**src/rtl/frame_buf_scan_reader.sv**
```systemverilog
// frame_buf_scan_reader: scan-out read side of the 160x120x24 frame buffer.
// Readback port is built only when FRAME_BUF_READBACK_EN is defined.
module frame_buf_scan_reader #(
  parameter int MEMORY_SIZE         = 19200,
  parameter int VIRTUAL_PIXEL_WIDTH = 160,
  parameter int PIXEL_VIRTUAL_SIZE  = 4,
  parameter int RD_LATENCY          = 2
) (
  input  logic        clk,
  input  logic        rst,
  input  logic        active_pixels,
  input  logic        frame_done,
  input  logic [9:0]  x,
  input  logic [9:0]  y,
  output logic [14:0] mem_rd_address,
  input  logic [23:0] mem_rd_data,
  output logic [23:0] pix_rgb,
  output logic        pix_valid,
  input  logic        rb_req,
  input  logic [14:0] rb_address,
  output logic        rb_busy,
  output logic [23:0] rb_data,
  output logic        rb_valid
);

  localparam int SH = $clog2(PIXEL_VIRTUAL_SIZE);
  localparam int PD = 1 + RD_LATENCY;
  // row width 160 = 128 + 32, so the multiply is two shifts
  localparam int ROW_HI = $clog2(VIRTUAL_PIXEL_WIDTH) - 1;
  localparam int ROW_LO = $clog2(VIRTUAL_PIXEL_WIDTH - (1 << ROW_HI));

  generate
    if (MEMORY_SIZE > 32768 || RD_LATENCY < 1) begin : g_bad_cfg
      $error("frame_buf_scan_reader: unsupported configuration");
    end
  endgenerate

  typedef enum logic [1:0] {IDLE, SCAN, RB_ISSUE, RB_WAIT} state_t;

  state_t        state, state_nx;
  logic [9:0]    vx, vy;
  logic [14:0]   addr_nx, scan_addr;
  logic [PD-1:0] vpipe;
  logic          slot;
  logic          accept, oor, last;

  assign vx      = x >> SH;
  assign vy      = y >> SH;
  assign addr_nx = (15'(vy) << ROW_HI) + (15'(vy) << ROW_LO) + 15'(vx);
  // samples taken outside SCAN (idle or readback) never become pixels
  assign slot    = active_pixels && (state == SCAN);

  // Scan address stage and matching visibility delay line
  always_ff @(posedge clk or negedge rst) begin
    if (!rst) begin
      scan_addr <= '0;
      vpipe     <= '0;
    end else begin
      scan_addr <= addr_nx;
      vpipe     <= {vpipe[PD-2:0], slot};
    end
  end

  // State register
  always_ff @(posedge clk or negedge rst) begin
    if (!rst) state <= IDLE;
    else      state <= state_nx;
  end

`ifdef FRAME_BUF_READBACK_EN
  localparam int              CW       = $clog2(RD_LATENCY + 1);
  localparam logic [15:0]     MEM_LIM  = 16'(MEMORY_SIZE);
  localparam logic [CW-1:0]   CNT_LAST = CW'(RD_LATENCY - 1);

  state_t        ret_q;
  logic [14:0]   rb_addr_q;
  logic [CW-1:0] cnt;

  assign accept = rb_req && !rb_busy && (state == IDLE || state == SCAN);
  assign oor    = {1'b0, rb_addr_q} >= MEM_LIM;
  assign last   = cnt == CNT_LAST;

  // Readback request latch, latency counter and result register
  always_ff @(posedge clk or negedge rst) begin
    if (!rst) begin
      ret_q     <= IDLE;
      rb_addr_q <= '0;
      cnt       <= '0;
      rb_data   <= '0;
      rb_valid  <= 1'b0;
    end else begin
      rb_valid <= 1'b0;
      cnt      <= (state == RB_WAIT) ? cnt + CW'(1) : '0;
      if (accept) begin
        rb_addr_q <= rb_address;
        ret_q     <= (state == SCAN || frame_done) ? SCAN : IDLE;
      end
      if (state == RB_ISSUE && oor) begin
        rb_data  <= '0;
        rb_valid <= 1'b1;
      end
      if (state == RB_WAIT && last) begin
        rb_data  <= mem_rd_data;
        rb_valid <= 1'b1;
      end
    end
  end

  // Readback acceptance: only idle, or scan during blanking
  always_comb begin
    rb_busy = 1'b1;
    if (!rst)                rb_busy = 1'b1;
    else if (state == IDLE)  rb_busy = 1'b0;
    else if (state == SCAN)  rb_busy = active_pixels;
  end
`else
  logic unused_rb;

  assign accept    = 1'b0;
  assign oor       = 1'b0;
  assign last      = 1'b0;
  assign unused_rb = ^{rb_req, rb_address, oor, last};
  assign rb_busy   = 1'b1;
  assign rb_data   = '0;
  assign rb_valid  = 1'b0;
`endif

  // Next-state decode
  always_comb begin
    state_nx = state;
    unique case (state)
      IDLE: begin
        if (accept)          state_nx = RB_ISSUE;
        else if (frame_done) state_nx = SCAN;
      end
      SCAN: begin
        if (accept) state_nx = RB_ISSUE;
      end
`ifdef FRAME_BUF_READBACK_EN
      RB_ISSUE: state_nx = oor ? ret_q : RB_WAIT;
      RB_WAIT: begin
        if (last) state_nx = ret_q;
      end
`endif
      default: state_nx = IDLE;
    endcase
  end

  // Output decode: read port mux and aligned pixel stream
  always_comb begin
    pix_valid      = vpipe[PD-1];
    pix_rgb        = vpipe[PD-1] ? mem_rd_data : 24'h0;
    mem_rd_address = scan_addr;
`ifdef FRAME_BUF_READBACK_EN
    if (state == RB_ISSUE) mem_rd_address = rb_addr_q;
`endif
  end

endmodule

```
**config.mk**
```make
export PLATFORM = sky130hd
export DESIGN_NAME = frame_buf_scan_reader
export DESIGN_NICKNAME = d
export VERILOG_FILES = /design/src/rtl/frame_buf_scan_reader.sv
export SDC_FILE = /design/constraint.sdc
export NUM_CORES = 1
export LEC_CHECK = 0
export ABC_AREA = 1
export CORE_UTILIZATION = 31
export DETAILED_ROUTE_END_ITERATION = 10
export PLACE_DENSITY_LB_ADDON = 0.2
export SLEW_MARGIN = 20
export SYNTH_ARGS = -nofsm -noshare
export SYNTH_HDL_FRONTEND = slang
export SYNTH_SLANG_ARGS = --single-unit
```
**constraint.sdc**
```tcl
create_clock -name clk -period 1.03 [get_ports clk]
set_input_delay 0.103 -clock clk [delete_from_list [all_inputs] [get_ports clk]]
set_output_delay 0.103 -clock clk [all_outputs]
set_load 0.02 [all_outputs]
```
# Word-level counts from Yosys, hierarchy flattened
# Cells that the tools add are included.
[totals]
ff_bits = 20
output_inout_bits = 66
wordCells = 14
inputBits = 64
[op_classes]
bitwise_logic = 1
eq_ne = 2
reduce_logical = 3
add_sub_neg = 2
mux = 3
[ops]
columns = ["op", "n"]
rows = [
  ["$mux 24", 1],
  ["$add 15x13->15", 1],
  ["$add 15x8->15", 1],
  ["$pmux 2 s2", 1],
  ["$eq 2x1->1 const B", 1],
  ["$logic_not 2->1", 1],
  ["$mux 2", 1],
  ["$ne 2x2->1 const B", 1],
  ["$reduce_and 2->1", 1],
  ["$logic_and 1x1->1", 1],
  ["$not 1->1", 1],
]

# Depth between registers and ports, before layout
[logic_depth]
ltp_word = 3
ltp_mapped = 10
mapped_depth_nobuf = 10

# Least setup slack after synthesis
# OpenSTA, ideal clock, no wires.
[synth_path]
path_kind = "input to register"
from = "in y[2]"
to = "reg scan_addr[12] (netlist: mem_rd_address[12])"
required_ns = 0.913
cell_stages = 10
slack_ns = -0.628
setup_time_ns = 0.117
t_arrival_ns = 1.542
n_path_buf = 0
cell_sequence = "inv_1 fa_1 inv_1 fa_1 nand2_1 nand2_2 nand3b_1 nand2_1 nand2_1 nand2_1"
[synth_via]
elab_chain_len = 2
[synth_lines]
columns = ["item", "line_no", "source"]
rows = [
  ["from (decl)", "14", "input logic [9:0] y,"],
  ["$add 15x13->15", "49", "assign addr_nx = (15'(vy) << ROW_HI) + (15'(vy) << ROW_LO) + 15'(vx);"],
  ["$add 15x8->15", "49", ""],
  ["named net addr_nx[12]", "42", "logic [14:0] addr_nx, scan_addr;"],
  ["to (signal assigned)", "59", "scan_addr <= addr_nx;"],
  ["to (decl)", "42", ""],
]
# The timed path passes the listed nets, and every way through them passes these cells.
# A chain may end at the register's enable or synchronous reset.

# Worst setup path after layout
[layout_path]
from = "in x[9]"
to = "reg scan_addr[12] (netlist: mem_rd_address[12])"
[layout_via]
elab_chain_len = 1
[layout_lines]
columns = ["item", "line_no", "source"]
rows = [
  ["from (decl)", "13", "input logic [9:0] x,"],
  ["$add 15x8->15", "49", ""],
  ["named net addr_nx[12]", "42", ""],
]
# The timed path passes the listed nets, and every way through them passes these cells.

==> summary.md <==
| Metric | Value |
|---|---|
| 1st-iter DRT viols | 7 |
| Diodes inserted | 0 |
| Endpoint type of the worst setup path | register |
| Drt via density | 4.03 |
| Htree depth | 1 |
| PortBufs | 83 |
| Period utilization | 1.33 |
| # rows | 24 |
| Register-to-Register Path Depth | 1 |
| Die Span Y | 69.6 um |
| ANT nets after route | 0 |
| Placement Cell Area | 0.00233 mm^2 |
| F_max | 0.728 GHz |
| Post-layout util | 0.640 |
| Initial antenna violation count | 0 |
| Io pins | 130 |
| PD cells | 1020 mW/mm^2 |
| Setup ws final | -0.344 ns |
| GP Congestion | 0.773 |
| Final hold vios | 0 |
| Critical Path RT | 1.18 ns |
| Min cycle time layout | 1.37 ns |
| Vias | 1370 |
| GRT Overall Usage | 0.139 |
| HPWL after detailed placement | 2630 um |
| Mean post-synth cell area | 7.74 um^2 |
| Fin cells | 340 |
| Yosys reg bits | 19 |
| # DRC | 0 |
| CTS tree | built |
| Synth top area cells | dfrtp_1 (34%), buf_4 (14%), nand2_1 (14%), ha_1 (13%), inv_1 (12%) |
| Final Cell Area | 0.00281 mm^2 |
| Grt ovf | 0 |
| Drt total wl | 3670 um |
| Critical path launch point type | primary input |
| RSZ-0062 raised after global routing | true |
| Setup Skew | 0.000400 ns |
| Mapped Cells | 183 |
| Leak | 1.52 nW |
| Worst path arrival time | 1.52 ns |
| Largest net degree at the start of global routing | 20 |
| Max Slew Vio Count | 0 |
| Starting Density | 0.323 |
| Share of the synthesized area in the top cell type | 0.336 |
| Die Wd | 69.6 um |
| Synth area leader | dfrtp_1 |
| Crit Path Max Fanout | 3 |
| Die area | 0.00484 mm^2 |
| Syn Std Cell Area | 0.00142 mm^2 |
| Pre-antenna DRT Iters | 4 |
| Peak supply drop | 0.000535 V |
| DP Cell Count | 329 |
| First-pass GRT wire length | 5430 um |
| Commonest cells after routing, fill and taps aside | clkdlybuf4s50_1 (32), buf_6 (31), inv_2 (26), conb_1 (26), nand2_1 (23) |
| Vias in the first global route | 1214 |
| Clock root buffer | clkbuf_8 |
| Final setup fails | 33 |
| Clock latency at the later pin of the worst-skew pair | 0.25 ns |
| Clock-pin slew on the worst setup and hold paths | 0.07 ns |
| Core ar. | 0.00438 mm^2 |
| Status | complete, but fails checks |
| Sink Count | 19 |
| Max Cap Viol | 0 |
| WL/cell | 10.8 um |
| CTS Buf Count | 3 |
| Share of post-route cells with drive strength above 1 | 0.531 |
| Setup TNS | -6.89 ns |
| Clk buf depth | 2 |
| NumNets Final | 370 |
| Commonest non-fill, non-tap cell in the layout | clkdlybuf4s50_1 |
| Failing checks | negative setup slack |
| Post-synth cell types | 20 |
| Area growth syn-to-layout | 98.1% |
| Sequential element share of the synthesized area | 0.336 |
| Worst Setup Path Type | in -> reg |
| # hold bufs at CTS | 0 |
| Synth Warn # | 0 |
| Worst hold-check path type | in -> async |
==> power breakdown <==
| group | switching (mW) | leakage (nW) | internal, mW | total [mW] |
|---|---|---|---|---|
| Sequential | 0.0291 | 0.218 | 0.846 | 0.876 |
| Combinational | 0.775 | 1.28 | 0.706 | 1.48 |
| Clock | 0.244 | 0.0217 | 0.272 | 0.516 |
| Total | 1.05 | 1.52 | 1.82 | 2.87 |
==> critical path: stages <==
cell and delay, ns:
buf_8 0.08, inv_8 0.02, fa_1 0.53, inv_2 0.04, fa_2 0.34, nand2_2 0.09
nand2_4 0.06, nand3b_1 0.10, nand2_1 0.06, nand2_1 0.05, nand2_1 0.04
==> flip-flops by register name, indices dropped and copies added, names as in the netlist <==
| register | flops |
|---|---|
| state | 1 |
| vpipe | 3 |
| mem_rd_address | 15 |
==> per-stage QoR <==
stage               worst slack [ns]  power (mW)  hold WS (ns)
detailed placement             -1.13        2.13         0.339
floorplan                     -0.485        1.58        -0.193
finish                        -0.344        2.87         0.190
global route                  -0.390        3.06         0.202
CTS                           -0.372        2.76         0.183
global placement               -1.11        2.12         0.335
==> cell families (layout without fill, tap and decap cells) <==
group,after synthesis,after routing,share of synthesized area
xor gates and xnor gates,3,3,0.0186
other,2,26,0.00530
AOI/OAI and AO/OA,2,2,0.00972
adders and majority gates,17,17,0.161
DFF,19,19,0.336
and+or+nand+nor,68,68,0.208
buffers and inverters,72,153,0.261
==> Yosys cell counts, drive strengths merged <==
cell type  number
xnor2           1
nand2          55
conb            2
fa              2
nand3           7
ha             15
buf            28
or2             2
nor2            3
inv            44
a21oi           2
xor2            2
nand3b          1
dfrtp          19
==> final timing paths <==
path,slack [ns],end,start
max,-0.34,mem_rd_address[12]$_DFF_PN0_,x[9]
max reg2reg,0.26,state[0]$_DFFE_PN0P_,state[0]$_DFFE_PN0P_
min in group clk,0.20,mem_rd_address[5]$_DFF_PN0_,y[2]
min,0.19,mem_rd_address[5]$_DFF_PN0_,rst
max in group asynchronous,0.62,vpipe[2]$_DFF_PN0_,rst
min reg2reg,0.35,vpipe[1]$_DFF_PN0_,vpipe[0]$_DFF_PN0_
==> layer usage <==
layer,routed length (um),global-route usage,vias to the layer above,part of all wire
li1,-,-,685,-
met1,1480,0.177,622,0.40
met2,1930,0.238,59,0.53
met3,212,0.0233,4,0.058
met4,39,0.0476,0,0.011
met5,0,0,-,0
==> timing repair <==
action	in CTS	in global routing
buffers inserted	6	1
resized for setup	220	98
pin swaps	18	6
endpoints found under the setup margin	48	44
cloned	0	1
==> final cells by class <==
class	count	area (um^2)
flip-flops and latches	19	477
multi-input cells	116	1030
well taps	52	65.1
clock buffers	3	41.3
repair buffers	105	1020
clock inverters	1	7.51
inverters	44	173
fillers	343	1580
No activity file was read; power rests on OpenSTA's default activity.
